[src/rtl/sum_diff_pe_pkg.sv]
// Shared types and helpers for the sum/difference PE array.
//
// Contents:
//   pe_op_e    - operation selected by a stage's sel bit (sum or difference)
//   out_width  - output lane width after STAGES levels of bit growth
//   sat_bound  - upper/lower limit of the signed DATA_WIDTH range, used by the
//                optional saturation build (SUM_DIFF_PE_SAT_EN)
package sum_diff_pe_pkg;

  typedef enum logic {
    PE_SUM  = 1'b0,
    PE_DIFF = 1'b1
  } pe_op_e;

  // Each stage adds one bit of growth, so a chain of stages widens by STAGES.
  function automatic int out_width(input int dw, input int stages);
    return dw + stages;
  endfunction

  // Limits of a signed dw-bit value; upper=1 gives the max, upper=0 the min.
  function automatic int sat_bound(input int dw, input bit upper);
    if (upper) begin
      return (1 << (dw - 1)) - 1;
    end
    return -(1 << (dw - 1));
  endfunction

endpackage

[src/rtl/sum_diff_pe_array_if.sv]
// Handshake/data bundle of the sum/difference PE array.
//
// Signals:
//   in_valid / in_ready   input sample handshake
//   in_x                  CHANNELS signed samples, lane c at [c*DATA_WIDTH +: DATA_WIDTH]
//   in_load / in_sel      per-stage control vectors travelling with the sample
//   out_valid / out_ready output handshake
//   out_z                 CHANNELS signed results, lane c at [c*OUT_WIDTH +: OUT_WIDTH]
//   sat_flag              only when SUM_DIFF_PE_SAT_EN is defined
// Modports: master drives samples and accepts results; slave is the array.
interface sum_diff_pe_array_if #(
  parameter int DATA_WIDTH = 8,
  parameter int CHANNELS   = 4,
  parameter int STAGES     = 2
);

  localparam int OUT_WIDTH = sum_diff_pe_pkg::out_width(DATA_WIDTH, STAGES);

  logic                            in_valid;
  logic                            in_ready;
  logic [CHANNELS*DATA_WIDTH-1:0]  in_x;
  logic [STAGES-1:0]               in_load;
  logic [STAGES-1:0]               in_sel;
  logic                            out_valid;
  logic                            out_ready;
  logic [CHANNELS*OUT_WIDTH-1:0]   out_z;
`ifdef SUM_DIFF_PE_SAT_EN
  logic                            sat_flag;
`endif

  modport master (
    output in_valid, in_x, in_load, in_sel, out_ready,
    input  in_ready, out_valid, out_z
`ifdef SUM_DIFF_PE_SAT_EN
    , input sat_flag
`endif
  );

  modport slave (
    input  in_valid, in_x, in_load, in_sel, out_ready,
    output in_ready, out_valid, out_z
`ifdef SUM_DIFF_PE_SAT_EN
    , output sat_flag
`endif
  );

endinterface

[src/rtl/sum_diff_pe.sv]
// One processing element: holds an operand on a load sample, otherwise
// combines its held value with the incoming operand (hold + x or hold - x)
// and registers the IN_WIDTH+1 bit result.
//
// Ports:
//   clk, rst   clock and synchronous active-high reset
//   en         global pipeline enable (low = hold everything)
//   in_valid   operand valid for this stage
//   load       store x into the hold register instead of producing a result
//   op         PE_SUM or PE_DIFF
//   x          signed operand, IN_WIDTH bits
//   z          registered signed result, IN_WIDTH+1 bits
//   sat        (SUM_DIFF_PE_SAT_EN only) this cycle's result was clipped
module sum_diff_pe
  import sum_diff_pe_pkg::*;
#(
  parameter int IN_WIDTH = 8
`ifdef SUM_DIFF_PE_SAT_EN
  ,
  parameter int DATA_WIDTH = 8
`endif
) (
  input  logic                       clk,
  input  logic                       rst,
  input  logic                       en,
  input  logic                       in_valid,
  input  logic                       load,
  input  pe_op_e                     op,
  input  logic signed [IN_WIDTH-1:0] x,
  output logic signed [IN_WIDTH:0]   z
`ifdef SUM_DIFF_PE_SAT_EN
  ,
  output logic                       sat
`endif
);

  logic signed [IN_WIDTH-1:0] hold;
  logic signed [IN_WIDTH:0]   full;
  logic signed [IN_WIDTH:0]   result;

  // Both operands are sign-extended by one bit so the sum/difference can
  // never overflow; the held value is always the minuend.
  always_comb begin
    full = {hold[IN_WIDTH-1], hold} + {x[IN_WIDTH-1], x};
    if (op == PE_DIFF) begin
      full = {hold[IN_WIDTH-1], hold} - {x[IN_WIDTH-1], x};
    end
  end

`ifdef SUM_DIFF_PE_SAT_EN
  localparam logic signed [IN_WIDTH:0] SAT_HI = (IN_WIDTH + 1)'(sat_bound(DATA_WIDTH, 1'b1));
  localparam logic signed [IN_WIDTH:0] SAT_LO = (IN_WIDTH + 1)'(sat_bound(DATA_WIDTH, 1'b0));

  // Clip to the signed DATA_WIDTH range; the clipped value is still carried
  // sign-extended at the full stage width.
  always_comb begin
    result = full;
    sat    = 1'b0;
    if (full > SAT_HI) begin
      result = SAT_HI;
      sat    = 1'b1;
    end else if (full < SAT_LO) begin
      result = SAT_LO;
      sat    = 1'b1;
    end
  end
`else
  assign result = full;
`endif

  // A load only updates the hold register; a non-load only updates the
  // result, so the held operand survives any number of uses.
  always_ff @(posedge clk) begin
    if (rst) begin
      hold <= '0;
      z    <= '0;
    end else if (en && in_valid) begin
      if (load) begin
        hold <= x;
      end else begin
        z <= result;
      end
    end
  end

endmodule

[src/rtl/sum_diff_pe_array.sv]
// Multi-lane, multi-stage sum/difference PE array for butterfly
// pre-processing. Each of CHANNELS lanes is a chain of STAGES PEs sharing one
// set of controls; stage k's load/sel bits ride along with the sample so
// they reach stage k together with its data. A single enable
// (en = !out_valid | out_ready) stalls the whole array.
//
// Ports:
//   clk  clock
//   rst  synchronous active-high reset (clears holds, valids, outputs)
//   bus  sum_diff_pe_array_if.slave handshake/data bundle
// Optional: define SUM_DIFF_PE_SAT_EN to saturate every stage result to the
// signed DATA_WIDTH range and drive bus.sat_flag.
module sum_diff_pe_array
  import sum_diff_pe_pkg::*;
#(
  parameter int DATA_WIDTH = 8,
  parameter int CHANNELS   = 4,
  parameter int STAGES     = 2
) (
  input logic                clk,
  input logic                rst,
  sum_diff_pe_array_if.slave bus
);

  logic en;
  logic out_valid_q;

  assign en           = !out_valid_q | bus.out_ready;
  assign bus.in_ready = en;

  for (genvar k = 0; k < STAGES; k++) begin : g_stage
    localparam int IW = DATA_WIDTH + k;
    localparam int CW = STAGES - k;

    // Inputs to stage k: data, valid, and the control bits still unused.
    logic                     stg_valid;
    logic [CHANNELS*IW-1:0]   stg_x;
    logic [CW-1:0]            stg_load;
    logic [CW-1:0]            stg_sel;
    // Registered outputs of stage k feeding stage k+1 (or the array output).
    logic                     q_valid;
    logic [CHANNELS*(IW+1)-1:0] q_z;
`ifdef SUM_DIFF_PE_SAT_EN
    logic                     stg_sat;
    logic [CHANNELS-1:0]      lane_sat;
    logic                     q_sat;
`endif

    if (k == 0) begin : g_src
      assign stg_valid = bus.in_valid & en;
      assign stg_x     = bus.in_x;
      assign stg_load  = bus.in_load;
      assign stg_sel   = bus.in_sel;
`ifdef SUM_DIFF_PE_SAT_EN
      assign stg_sat   = 1'b0;
`endif
    end else begin : g_src
      assign stg_valid = g_stage[k-1].q_valid;
      assign stg_x     = g_stage[k-1].q_z;
      assign stg_load  = g_stage[k-1].g_ctl.q_load;
      assign stg_sel   = g_stage[k-1].g_ctl.q_sel;
`ifdef SUM_DIFF_PE_SAT_EN
      assign stg_sat   = g_stage[k-1].q_sat;
`endif
    end

    // Bit 0 of the control vectors is consumed here; the rest is delayed
    // one cycle so it lines up with the sample at the next stage.
    if (k < STAGES - 1) begin : g_ctl
      logic [CW-2:0] q_load;
      logic [CW-2:0] q_sel;

      always_ff @(posedge clk) begin
        if (rst) begin
          q_load <= '0;
          q_sel  <= '0;
        end else if (en) begin
          q_load <= stg_load[CW-1:1];
          q_sel  <= stg_sel[CW-1:1];
        end
      end
    end

    // A load consumes the sample, so nothing is passed downstream.
    always_ff @(posedge clk) begin
      if (rst) begin
        q_valid <= 1'b0;
      end else if (en) begin
        q_valid <= stg_valid & ~stg_load[0];
      end
    end

`ifdef SUM_DIFF_PE_SAT_EN
    // The flag accumulates clipping along the sample's path through the chain.
    always_ff @(posedge clk) begin
      if (rst) begin
        q_sat <= 1'b0;
      end else if (en && stg_valid && !stg_load[0]) begin
        q_sat <= stg_sat | (|lane_sat);
      end
    end
`endif

    for (genvar c = 0; c < CHANNELS; c++) begin : g_lane
      sum_diff_pe #(
        .IN_WIDTH  (IW)
`ifdef SUM_DIFF_PE_SAT_EN
        ,
        .DATA_WIDTH(DATA_WIDTH)
`endif
      ) u_pe (
        .clk     (clk),
        .rst     (rst),
        .en      (en),
        .in_valid(stg_valid),
        .load    (stg_load[0]),
        .op      (pe_op_e'(stg_sel[0])),
        .x       (stg_x[c*IW +: IW]),
        .z       (q_z[c*(IW+1) +: IW+1])
`ifdef SUM_DIFF_PE_SAT_EN
        ,
        .sat     (lane_sat[c])
`endif
      );
    end
  end

  assign out_valid_q   = g_stage[STAGES-1].q_valid;
  assign bus.out_valid = out_valid_q;
  assign bus.out_z     = g_stage[STAGES-1].q_z;
`ifdef SUM_DIFF_PE_SAT_EN
  assign bus.sat_flag  = g_stage[STAGES-1].q_sat;
`endif

endmodule

[src/flat_wrapper.sv]
// flat-port wrapper written by rule: the top's interface ports become plain ports
module sum_diff_pe_array_flat import sum_diff_pe_pkg::*;
#(
  parameter int DATA_WIDTH = 8,
  parameter int CHANNELS   = 4,
  parameter int STAGES     = 2
)
  (clk, rst, bus_in_valid, bus_in_x, bus_in_load, bus_in_sel, bus_out_ready, bus_in_ready, bus_out_valid, bus_out_z);
  sum_diff_pe_array_if #(.DATA_WIDTH(DATA_WIDTH), .CHANNELS(CHANNELS), .STAGES(STAGES)) bus_i ();
  input logic clk;
  input logic rst;
  input wire logic [$bits(bus_i.in_valid)-1:0] bus_in_valid;
  input wire logic [$bits(bus_i.in_x)-1:0] bus_in_x;
  input wire logic [$bits(bus_i.in_load)-1:0] bus_in_load;
  input wire logic [$bits(bus_i.in_sel)-1:0] bus_in_sel;
  input wire logic [$bits(bus_i.out_ready)-1:0] bus_out_ready;
  output wire logic [$bits(bus_i.in_ready)-1:0] bus_in_ready;
  output wire logic [$bits(bus_i.out_valid)-1:0] bus_out_valid;
  output wire logic [$bits(bus_i.out_z)-1:0] bus_out_z;
  assign bus_i.in_valid = bus_in_valid;
  assign bus_i.in_x = bus_in_x;
  assign bus_i.in_load = bus_in_load;
  assign bus_i.in_sel = bus_in_sel;
  assign bus_i.out_ready = bus_out_ready;
  assign bus_in_ready = bus_i.in_ready;
  assign bus_out_valid = bus_i.out_valid;
  assign bus_out_z = bus_i.out_z;
  sum_diff_pe_array #(.DATA_WIDTH(DATA_WIDTH), .CHANNELS(CHANNELS), .STAGES(STAGES)) u_core (.clk(clk), .rst(rst), .bus(bus_i));
endmodule
[config.mk]
export PLATFORM = sky130hd
export DESIGN_NAME = sum_diff_pe_array_flat
export DESIGN_NICKNAME = d
export VERILOG_FILES = /design/src/rtl/sum_diff_pe_pkg.sv /design/src/rtl/sum_diff_pe_array_if.sv /design/src/rtl/sum_diff_pe.sv /design/src/rtl/sum_diff_pe_array.sv /design/src/flat_wrapper.sv
export SDC_FILE = /design/constraint.sdc
export NUM_CORES = 1
export LEC_CHECK = 0
export CAP_MARGIN = 20
export CORE_MARGIN = 8
export CORE_UTILIZATION = 33
export DETAILED_ROUTE_END_ITERATION = 10
export PLACE_DENSITY = 0.57
export SLEW_MARGIN = 20
export SYNTH_ARGS = -nofsm -noshare
export SYNTH_HDL_FRONTEND = slang
export SYNTH_SLANG_ARGS = --single-unit
[constraint.sdc]
create_clock -name clk -period 8.43 [get_ports clk]
set_input_delay 1.686 -clock clk [delete_from_list [all_inputs] [get_ports clk]]
set_output_delay 1.686 -clock clk [all_outputs]
set_load 0.005 [all_outputs]
After elaboration in Yosys (flattened, before gate mapping)
Index checks and enable logic that the tools add are counted.

cells by class
  multipliers = 0
  $lt $le $gt $ge = 0
  reduce and logical (&&, ||, !) cells = 7
  add/subtract/negate cells = 16
  div/mod/pow operators = 0
  equal/unequal tests = 0
  muxes and demuxes = 8
  shift-type cells = 0
  bitwise gates (word level) = 6

operators with widths
  cell                        count
  adder 9 x 9 -> 10 bit       4
  2-to-1 mux 10 bit           4
  subtractor 9 x 9 -> 10 bit  4
  adder 8 x 8 -> 9 bit        4
  2-to-1 mux 9 bit            4
  subtractor 8 x 8 -> 9 bit   4
  AND reduction 2 bit         4
  bitwise AND 1 bit           3
  logical AND 1 bit           2
  NOT 1 bit                   2
  zero test 1 bit             1
  bitwise OR 1 bit            1

storage, ports and cells
  memory bits (writable) = 0
  input port bits = 40
  output and inout bits = 42
  memories = 0
  logic and storage cells = 57
  bits in latches = 0
  bits in registers = 148
  memory bits (read-only) = 0

Longest topological paths before layout
Gate-level depths: netlist of run 1.

  word-level depth = 5
  gate-level depth with buffers = 12
  gate-level depth less buffers = 12

Modules after synthesis
From an unflattened synthesis of run 1, not the netlist that was laid out.

second synthesis, totals
  cell total of the unflattened synthesis = 1264
  area, all modules = 10090.9 sq um

modules (own cells, without submodules)
  module                                               cells each  seq. area each (sq um)  times used  area an instance (sq um)
  sum_diff_pe at u_core.g_stage[1].g_lane[0].u_pe ...  174         380.4                   4           1342.5
  sum_diff_pe at u_core.g_stage[0].g_lane[0].u_pe ...  138         340.3                   4           1137.3
  sum_diff_pe_array                                    16          80.1                    1           171.4

Least setup slack after synthesis of run 1
OpenSTA, ideal clock, no wires.

  path type = input -> register
  start = input port bus_in_sel[0]
  end = register u_core.g_stage[0].g_lane[1].u_pe.z[8]
  setup time = 0.122 ns
  arrival time = 4.077 ns
  path buffers = 3
  slack = 4.231 ns
  cell stages on the path = 10
  required time = 8.308 ns
  path through = clkbuf_1 > clkbuf_1 > buf_1 > mux2i_1 > fa_1 > a211oi_1 > o211ai_1 > nand2_1 > a21oi_1 > o311a_1

between the ends
  longest elaborated chain between the ends = 1

RTL lines
  what                  RTL line            text
  from (decl)           flat_wrapper.sv:15  input wire logic [$bits(bus_i.in_sel)-1:0] bus_in_sel;
  2-to-1 mux 9 bit      sum_diff_pe.sv:45   if (op == PE_DIFF) begin
  to (signal assigned)  sum_diff_pe.sv:81   z <= result;
  to (decl)             sum_diff_pe.sv:30   output logic signed [IN_WIDTH:0] z

Every way passes these cells.
A chain may end at the register's enable or synchronous reset.

Worst setup path in the final report of run 1
  start = input port bus_out_ready
  end = output port bus_in_ready

between the ends
  longest elaborated chain between the ends = 1

RTL lines
  what              RTL line                 text
  from (decl)       flat_wrapper.sv:16       input wire logic [$bits(bus_i.out_ready)-1:0] bus_out_ready;
  bitwise OR 1 bit  sum_diff_pe_array.sv:28  assign en = !out_valid_q | bus.out_ready;
  to (decl)         flat_wrapper.sv:17       output wire logic [$bits(bus_i.in_ready)-1:0] bus_in_ready;

Every way passes these cells.

==> results of run 1 <==
[cell usage in the layout, fill, tap and decap left out, types with 5 or more instances in the layout]
| cell | n |
|---|---|
| nand2_1 | 214 |
| dfxtp_1 | 148 |
| a21oi_1 | 147 |
| nor2_1 | 95 |
| clkdlybuf4s50_1 | 80 |
| ha_1 | 76 |
| xnor2_1 | 64 |
| inv_1 | 43 |
| nand3_1 | 34 |
| nor3_1 | 32 |
| a211oi_1 | 31 |
| o21ai_0 | 26 |
| nor4b_1 | 22 |
| a31oi_1 | 20 |
| o31ai_1 | 17 |
| clkbuf_16 | 17 |
| mux2i_1 | 16 |
| a21o_1 | 15 |
| nand2b_1 | 14 |
| buf_4 | 13 |
| nand3b_1 | 11 |
| or4_1 | 10 |
| or3_1 | 8 |
| a2111o_1 | 8 |
| a311o_1 | 8 |
| o311ai_0 | 8 |
| o211ai_1 | 8 |
| fa_1 | 8 |
| and2_1 | 7 |
| nand4_1 | 7 |
| o21a_1 | 6 |
| xor2_1 | 5 |
| and3_1 | 5 |
[per-stage QoR]
| step | cell area, sq um | cells | util (%) | setup WS [ns] |
|---|---|---|---|---|
| 5_1_grt | 11400 | 1698 | 39.0 | 3.47 |
| 4_1_cts | 11400 | 1698 | 39.0 | 3.54 |
| 3_3_place_gp | 10900 | 1666 | 37.1 | 3.56 |
| 2_1_floorplan | 9740 | 1250 | - | 4.23 |
| 6_report | 11400 | 1698 | 39.0 | 3.54 |
| 3_5_place_dp | 10900 | 1666 | 37.1 | 3.54 |
[path summary, 6_finish.rpt]
kind | from | slack (ns) | end | cells after the start
worst max register to register | u_core.g_stage[0].g_ctl.q_sel | 5.53 | u_core.g_stage[1].g_lane[1].u_pe.z[8] | 8
worst max-delay path | bus_out_ready | 3.54 | bus_in_ready | 3
worst min register to register | u_core.g_stage[1].g_lane[2].u_pe.z[3] | 0.45 | u_core.g_stage[1].g_lane[2].u_pe.z[3] | 2
worst min-delay path | u_core.g_stage[1].g_lane[2].u_pe.z[3] | 0.45 | u_core.g_stage[1].g_lane[2].u_pe.z[3] | 2
[layout make-up]
type / instances / area [sq um]
Timing Repair Buffer: 93 / 898
Fill cell: 3070 / 17900
Inverter: 43 / 161
Sequential cell: 148 / 2960
Clock buffer: 20 / 447
Multi-Input combinational cell: 992 / 6360
Clock inverter: 12 / 131
Tap cell: 390 / 488
[where the power goes]
part,leakage [uW],switching [uW],internal (uW)
clock,0.000272,310,444
sequential,0.00120,36.9,734
combinational,0.00270,312,247
[critical path: cells and delay by family]
| family | cells | cell delay [ns] |
|---|---|---|
| simple gates | 1 | 0.45 |
| buf+inv | 2 | 1.07 |
[state kept, by name, summed over array words and instances (netlist names)]
signal,count
u_core.g_stage.g_ctl.q_load,1
u_core.bus.out_valid,1
u_core.g_stage.g_lane.u_pe.hold,68
u_core.g_stage.g_ctl.q_sel,1
u_core.g_stage.q_valid,1
u_core.g_stage.g_lane.u_pe.z,76
[routing by layer]
metal	global-route usage (%)	routed length [um]	vias to the layer above
met5	0	0	-
met4	2.94	193	0
met3	2.66	867	16
met2	20.8	10200	147
met1	20.8	13600	3968
li1	-	-	4597
[logic make-up (layout without fill, tap and decap cells)]
| group | count (synthesis) | in the layout | synth area share [%] |
|---|---|---|---|
| muxes | 16 | 16 | 1.64 |
| adders and majority gates | 84 | 84 | 11.4 |
| and+or+nand+nor | 485 | 485 | 23.6 |
| buffers and inverters | 110 | 168 | 4.37 |
| AOI/OAI and AO/OA | 338 | 338 | 22.4 |
| xor gates and xnor gates | 69 | 69 | 6.21 |
| DFF | 148 | 148 | 30.4 |
==> results.cfg, run 1 <==
[sta]
final_max_slew_viol_count = 0
setup_viol = 0
clock.fmax_ghz = 0.204
post-route-period-util_pct = 58.1
fin_tns_setup_ns = 0
rsz0062_at_grt = no
hold_viol_final = 0
period_needed_ns = 4.89
max-slew-margin-rel_pct = 46.2
worst_slew_pin_slew_ns = 0.806
clock_skew_ns = 0.0110
hold_ws_ns = 0.453

[setup_path]
cp_data_required_time_ns = 6.74
cp_max_fo = 13
worstSetupStartpointType = input pin
critical_path.cell_chain = clkdlybuf4s50_1, nand2b_1, clkdlybuf4s50_1
cp-end-kind = output pin
cpMaxStageDelayCell = clkdlybuf4s50_1
critical_path.max_stage_delay_ns = 0.61
critPathKind = input pin to output pin
cpMostUsedCell = clkdlybuf4s50_1
crit_arrival_ns = 3.21

[drt]
ant_nets = 0
routedWlPerCell_um = 14.6
drt_pre_antenna_iters = 5
vias_per_cell = 5.14
drt_iter0_markers = 523
drc = 0
wl_um = 24900
vias = 8728

[yosys]
synth_edf_count = 0
yosys-top-cells-area = dfxtp_1 30%, ha_1 9.8%, nand2_1 8.2%
ys_seq_area_share_pct = 30.4
synth_fp_nets = 1374
synthesis.instances = 1250
netlist_top_cells_count = 214 x nand2_1, 148 x dfxtp_1, 147 x a21oi_1
yosys.area.top_type_share_pct = 30.4
ys_seq_elements = 148
netlist_area_sq_mm = 0.00974
syn_area_per_cell_sq_um = 7.79
async_flop_share_pct = 0
yosysMostFrequentCell = nand2_1
synth_ff_type = dfxtp_1
synth_cell_types = 58
yosysWarnings = 0
synth_top_area_cell = dfxtp_1

[floorplan]
start_util_pct = 33.2
pin_count = 82
core_area_sq_mm = 0.0293
dieArea_sq_mm = 0.0353
die_x_um = 188
rows = 63
die_h_um = 188

[clock_network]
clk_pin_slew_worst_paths_ns = 0.07
cts_buffers = 17
post-cts-setup-buffer-count = 0
cts_tree = built
clk_path_buf_depth = 2
root_buffer = clkbuf_16
htreeDepth = 4
clock_latency_ns = 0.43
cts_resized = 0
clock_sinks = 148
cts_hold_buf = 0

[grt]
grt-ovfl-total = 0
grt_max_degree = 72
grtUsageTotal_pct = 14.1
antenna_found_initial = 0
grt_pass1_vias = 8146
grt_pass1_wl_um = 42300

[layout]
diodes = 0
drive_gt1_share_pct = 4.05
areaGrowthSynthToFinish_pct = 17.6
fin_nets = 1419

[worst_hold_path]
hp-class = flop to flop

[placement]
io_buffers = 81
dpl.hpwl_um = 18300
gp_congestion = 0.822

[job]
max_cap_violations = 0

[pwr]
powerDensity_mw_per_mm2 = 182
p_leak_uw = 0.00417
ir_drop_mv = 0.0861
power_uw = 2080

[outcome]
status = finished clean
No activity file was read; power rests on OpenSTA's default activity.
==> run 2, diff against run 1 <==
Clock period 8.43 ns to 4.7 ns, I/O delays scaled along.
==> results.cfg, run 2 (synthesized netlist as in run 1, its figures left out) <==
[outcome]
status = finished clean

[drt]
ant_nets = 0
routedWlPerCell_um = 15.0
vias_per_cell = 5.18
wl_um = 25500
drc = 0
drt_pre_antenna_iters = 5
vias = 8805
drt_iter0_markers = 523

[grt]
grt_pass1_vias = 8299
grtUsageTotal_pct = 14.2
grt-ovfl-total = 0
grt_max_degree = 170
grt_pass1_wl_um = 42600
antenna_found_initial = 0

[clock_network]
post-cts-setup-buffer-count = 0
htreeDepth = 4
clk_pin_slew_worst_paths_ns = 0.07
clock_sinks = 148
root_buffer = clkbuf_16
clk_path_buf_depth = 2
cts_tree = built
clock_latency_ns = 0.42
cts_resized = 0
cts_buffers = 17
cts_hold_buf = 0

[sta]
hold_ws_ns = 0.452
rsz0062_at_grt = no
period_needed_ns = 3.45
clock_skew_ns = 0.0111
fin_tns_setup_ns = 0
hold_viol_final = 0
post-route-period-util_pct = 73.4
worst_slew_pin_slew_ns = 0.887
clock.fmax_ghz = 0.290
max-slew-margin-rel_pct = 40.8
final_max_slew_viol_count = 0
setup_viol = 0

[floorplan]
pin_count = 82
dieArea_sq_mm = 0.0353
start_util_pct = 33.2
die_h_um = 188
die_x_um = 188
rows = 63
core_area_sq_mm = 0.0293

[pwr]
powerDensity_mw_per_mm2 = 346
seq_power_share_pct = 34.5
p_comb_share_pct = 25.2
internal_power_uw = 2810
pwr-share-clk_pct = 40.3
p_sw_uw = 1190
p_leak_uw = 0.00425
ir_drop_mv = 0.167
power.share.switching_pct = 29.8

[setup_path]
cp-end-kind = output pin
worstSetupStartpointType = input pin
worst-path-buf-inv = 2
cpMaxStageDelayCell = clkdlybuf4s50_1
crit_arrival_ns = 2.51
r2r_cells = 10
critPathKind = input pin to output pin
r2r-start = u_core.g_stage[0].g_ctl.q_sel
cp_max_fo = 13
cp_data_required_time_ns = 3.76
critical_path.cell_chain = clkdlybuf4s50_1, nand2b_1, clkdlybuf4s50_1
cpMostUsedCell = clkdlybuf4s50_1
critical_path.max_stage_delay_ns = 0.60
path_delay_family = buffers and inverters
r2r-end = u_core.g_stage[1].g_lane[0].u_pe.z[9]
rrSetupSlack_ns = 1.77

[placement]
io_buffers = 81
dpl.hpwl_um = 18300
gp_congestion = 0.854

[job]
max_cap_violations = 0

[layout]
fillers = 3077
areaGrowthSynthToFinish_pct = 18.9
layout_commonest_cell = nand2_1
largest_reg_flops = 76
drive_gt1_share_pct = 4.12
reg.largest.list = u_core.g_stage.g_lane.u_pe.z (76), u_core.g_stage.g_lane.u_pe.hold (68)
fin_nets = 1421
layout_common_cells = 214 x nand2_1, 148 x dfxtp_1, 147 x a21oi_1
largest-register = u_core.g_stage.g_lane.u_pe.z
diodes = 0

[worst_hold_path]
worstHoldPathCells = 2
worstHoldStart = u_core.g_stage[1].g_lane[0].u_pe.z[3]
hp-class = flop to flop
hold_end = u_core.g_stage[1].g_lane[0].u_pe.z[3]
[run 2: layout make-up]
cell class	count	area (sq um)	share of cell area, %
sequential	148	2960	25.6
timing repair buffer	95	926	7.99
clock inverter	13	255	2.20
clock buffer	19	433	3.74
tap	390	488	4.21
inverter	43	161	1.39
multi-input combinational	992	6360	54.9
[run 2: metal layers]
layer	vias up	GRT usage [%]	part of all wire, %
li1	4590	-	-
met1	4061	20.9	55
met2	143	21.3	42
met3	11	2.41	2.9
met4	0	2.88	0.63
met5	-	0	0
[run 2: how the worst max path moves through the flow]
stage,startpoint,to,depth (start not counted)
global route,bus_out_ready,bus_in_ready,3
detailed placement,bus_in_x[18],u_core.g_stage[0].g_lane[2].u_pe.z[7],9
global placement,bus_in_x[0],u_core.g_stage[0].g_lane[0].u_pe.z[7],10
finish,bus_out_ready,bus_in_ready,3
floorplan,bus_in_sel[0],u_core.g_stage[0].g_lane[1].u_pe.z[8],10
CTS,bus_out_ready,bus_in_ready,3
[run 2: worst min-delay path, stage by stage, from the launching register on]
cell	delay [ns]
dfxtp_1	0.31
nand2_1	0.05
a21oi_1	0.05
[run 2: power groups by stage]
stage	Sequential, uW	Clock, uW	Combinational (uW)
2_1_floorplan	1390	0	738
3_3_place_gp	1410	0	995
3_5_place_dp	1410	0	1000
4_1_cts	1380	1650	1010
5_1_grt	1390	1710	1130
6_report	1380	1620	1010
[run 2: through the flow]
step	util, %	total power [uW]	area, sq um	instances	setup WS [ns]
after floorplan	-	2130	9740	1250	1.25
after global placement	37.2	2400	10900	1668	1.14
after detailed placement	37.2	2410	10900	1668	1.10
after CTS	39.5	4040	11600	1700	1.26
after global routing	39.5	4230	11600	1700	1.18
final	39.5	4010	11600	1700	1.25
==> run 3, diff against run 2 <==
Settings changed: PLACE_DENSITY 0.57 to 0.59.
Clock period 4.7 ns to 3.1 ns, I/O delays scaled along.
==> results.cfg, run 3 (synthesized netlist as in run 1, its figures left out) <==
[setup_path]
critPathKind = input pin to flop
crit_arrival_ns = 3.09
cp_max_fo = 4
worstSetupStartpointType = input pin
cp_data_required_time_ns = 3.42
cp-end-kind = flop

[drt]
drc = 0
drt_pre_antenna_iters = 7
wl_um = 25200
ant_nets = 0
vias = 8934
vias_per_cell = 5.12
routedWlPerCell_um = 14.4
drt_iter0_markers = 507

[layout]
layout_common_cells = 214 x nand2_1, 148 x dfxtp_1, 147 x a21oi_1
areaGrowthSynthToFinish_pct = 21.9
fillers = 3050
largest_reg_flops = 76
drive_gt1_share_pct = 7.38
fin_nets = 1466
layout_commonest_cell = nand2_1
largest-register = u_core.g_stage.g_lane.u_pe.z
reg.largest.list = u_core.g_stage.g_lane.u_pe.z (76), u_core.g_stage.g_lane.u_pe.hold (68)
post_layout_nonfiller_instances = 1745
diodes = 0
final_util_pct = 40.5

[pwr]
p_leak_uw = 0.00443
power_uw = 5720
ir_drop_mv = 0.335
powerDensity_mw_per_mm2 = 482

[worst_hold_path]
hp-class = flop to flop

[sta]
final_max_slew_viol_count = 0
clock_skew_ns = 0.00848
period_needed_ns = 2.77
post-route-period-util_pct = 89.4
max-slew-margin-rel_pct = 71.3
rsz0062_at_grt = no
clock.fmax_ghz = 0.361
hold_viol_final = 0
setup_viol = 0
worst_slew_pin_slew_ns = 0.420
setup_slack_ns = 0.328

[clock_network]
post-cts-setup-buffer-count = 0
cts_resized = 0
clock_latency_ns = 0.42
root_buffer = clkbuf_16
htreeDepth = 4
cts_buffers = 17
cts_hold_buf = 0
cts_tree = built
clock_sinks = 148
clk_path_buf_depth = 2
clk_pin_slew_worst_paths_ns = 0.06

[grt]
grt_pass1_wl_um = 42400
grt_pass1_vias = 8358
antenna_found_initial = 0
grt-ovfl-total = 0
grt_max_degree = 73
grtUsageTotal_pct = 14.2

[placement]
dpl.hpwl_um = 18500
dp.cells = 1713
gp_congestion = 0.797
io_buffers = 81
dpl_worst_slack_ns = -0.0942

[floorplan]
core_area_sq_mm = 0.0293
dieArea_sq_mm = 0.0353
start_util_pct = 33.2
die_x_um = 188
pin_count = 82
rows = 63
die_h_um = 188

[job]
max_cap_violations = 0

[outcome]
status = finished clean
==> run 3: area by class of cell <==
cell class	count	area, sq um	area share, %
clock buffers	18	429	3.61
clock inverters	14	138	1.16
inverters	43	161	1.36
multi-input cells	992	6360	53.5
flip-flops and latches	148	2960	25.0
well taps	390	488	4.11
repair buffers	140	1340	11.3
==> run 3: path summary, 6_finish.rpt <==
| check | from | to | slack (ns) | cells after the start |
|---|---|---|---|---|
| worst max-delay path | bus_in_x[26] | u_core.g_stage[0].g_lane[3].u_pe.z[7] | 0.33 | 9 |
| worst min-delay path | u_core.g_stage[1].g_lane[0].u_pe.z[4] | u_core.g_stage[1].g_lane[0].u_pe.z[4] | 0.45 | 2 |
| worst max register to register | u_core.g_stage[0].g_lane[3].u_pe.z[0] | u_core.g_stage[1].g_lane[3].u_pe.z[9] | 0.45 | 10 |
| worst min register to register | u_core.g_stage[1].g_lane[0].u_pe.z[4] | u_core.g_stage[1].g_lane[0].u_pe.z[4] | 0.45 | 2 |
==> run 3: report_power, final <==
part	switching [uW]	total, uW	internal (uW)
sequential	99.7	2090	1990
clock	846	2020	1180
combinational	865	1600	736
total	1810	5720	3910
==> run 3: critical path, cell delays in order <==
cell and delay [ns]:
clkdlybuf4s50_1 0.41, or3_1 0.39, nor3_1 0.23, a21oi_1 0.14, xnor2_1 0.20, ha_1 0.30, or2_2 0.30, a2111o_1 0.39
o311ai_0 0.10
==> run 3: metal layers <==
layer | vias to the layer above | wire, um | track usage (%)
met5 | - | 0 | 0
met4 | 0 | 274 | 3.85
met3 | 24 | 722 | 2.19
met2 | 139 | 10700 | 21.9
met1 | 4088 | 13500 | 20.3
li1 | 4683 | - | -
==> run 3: through the flow <==
step / setup TNS, ns / area [sq um] / hold slack [ns]
floorplan: 0 / 9740 / 0.436
global placement: -0.0331 / 11300 / 0.440
detailed placement: -0.168 / 11300 / 0.447
CTS: 0 / 11900 / 0.456
global route: 0 / 11900 / 0.472
finish: 0 / 11900 / 0.450
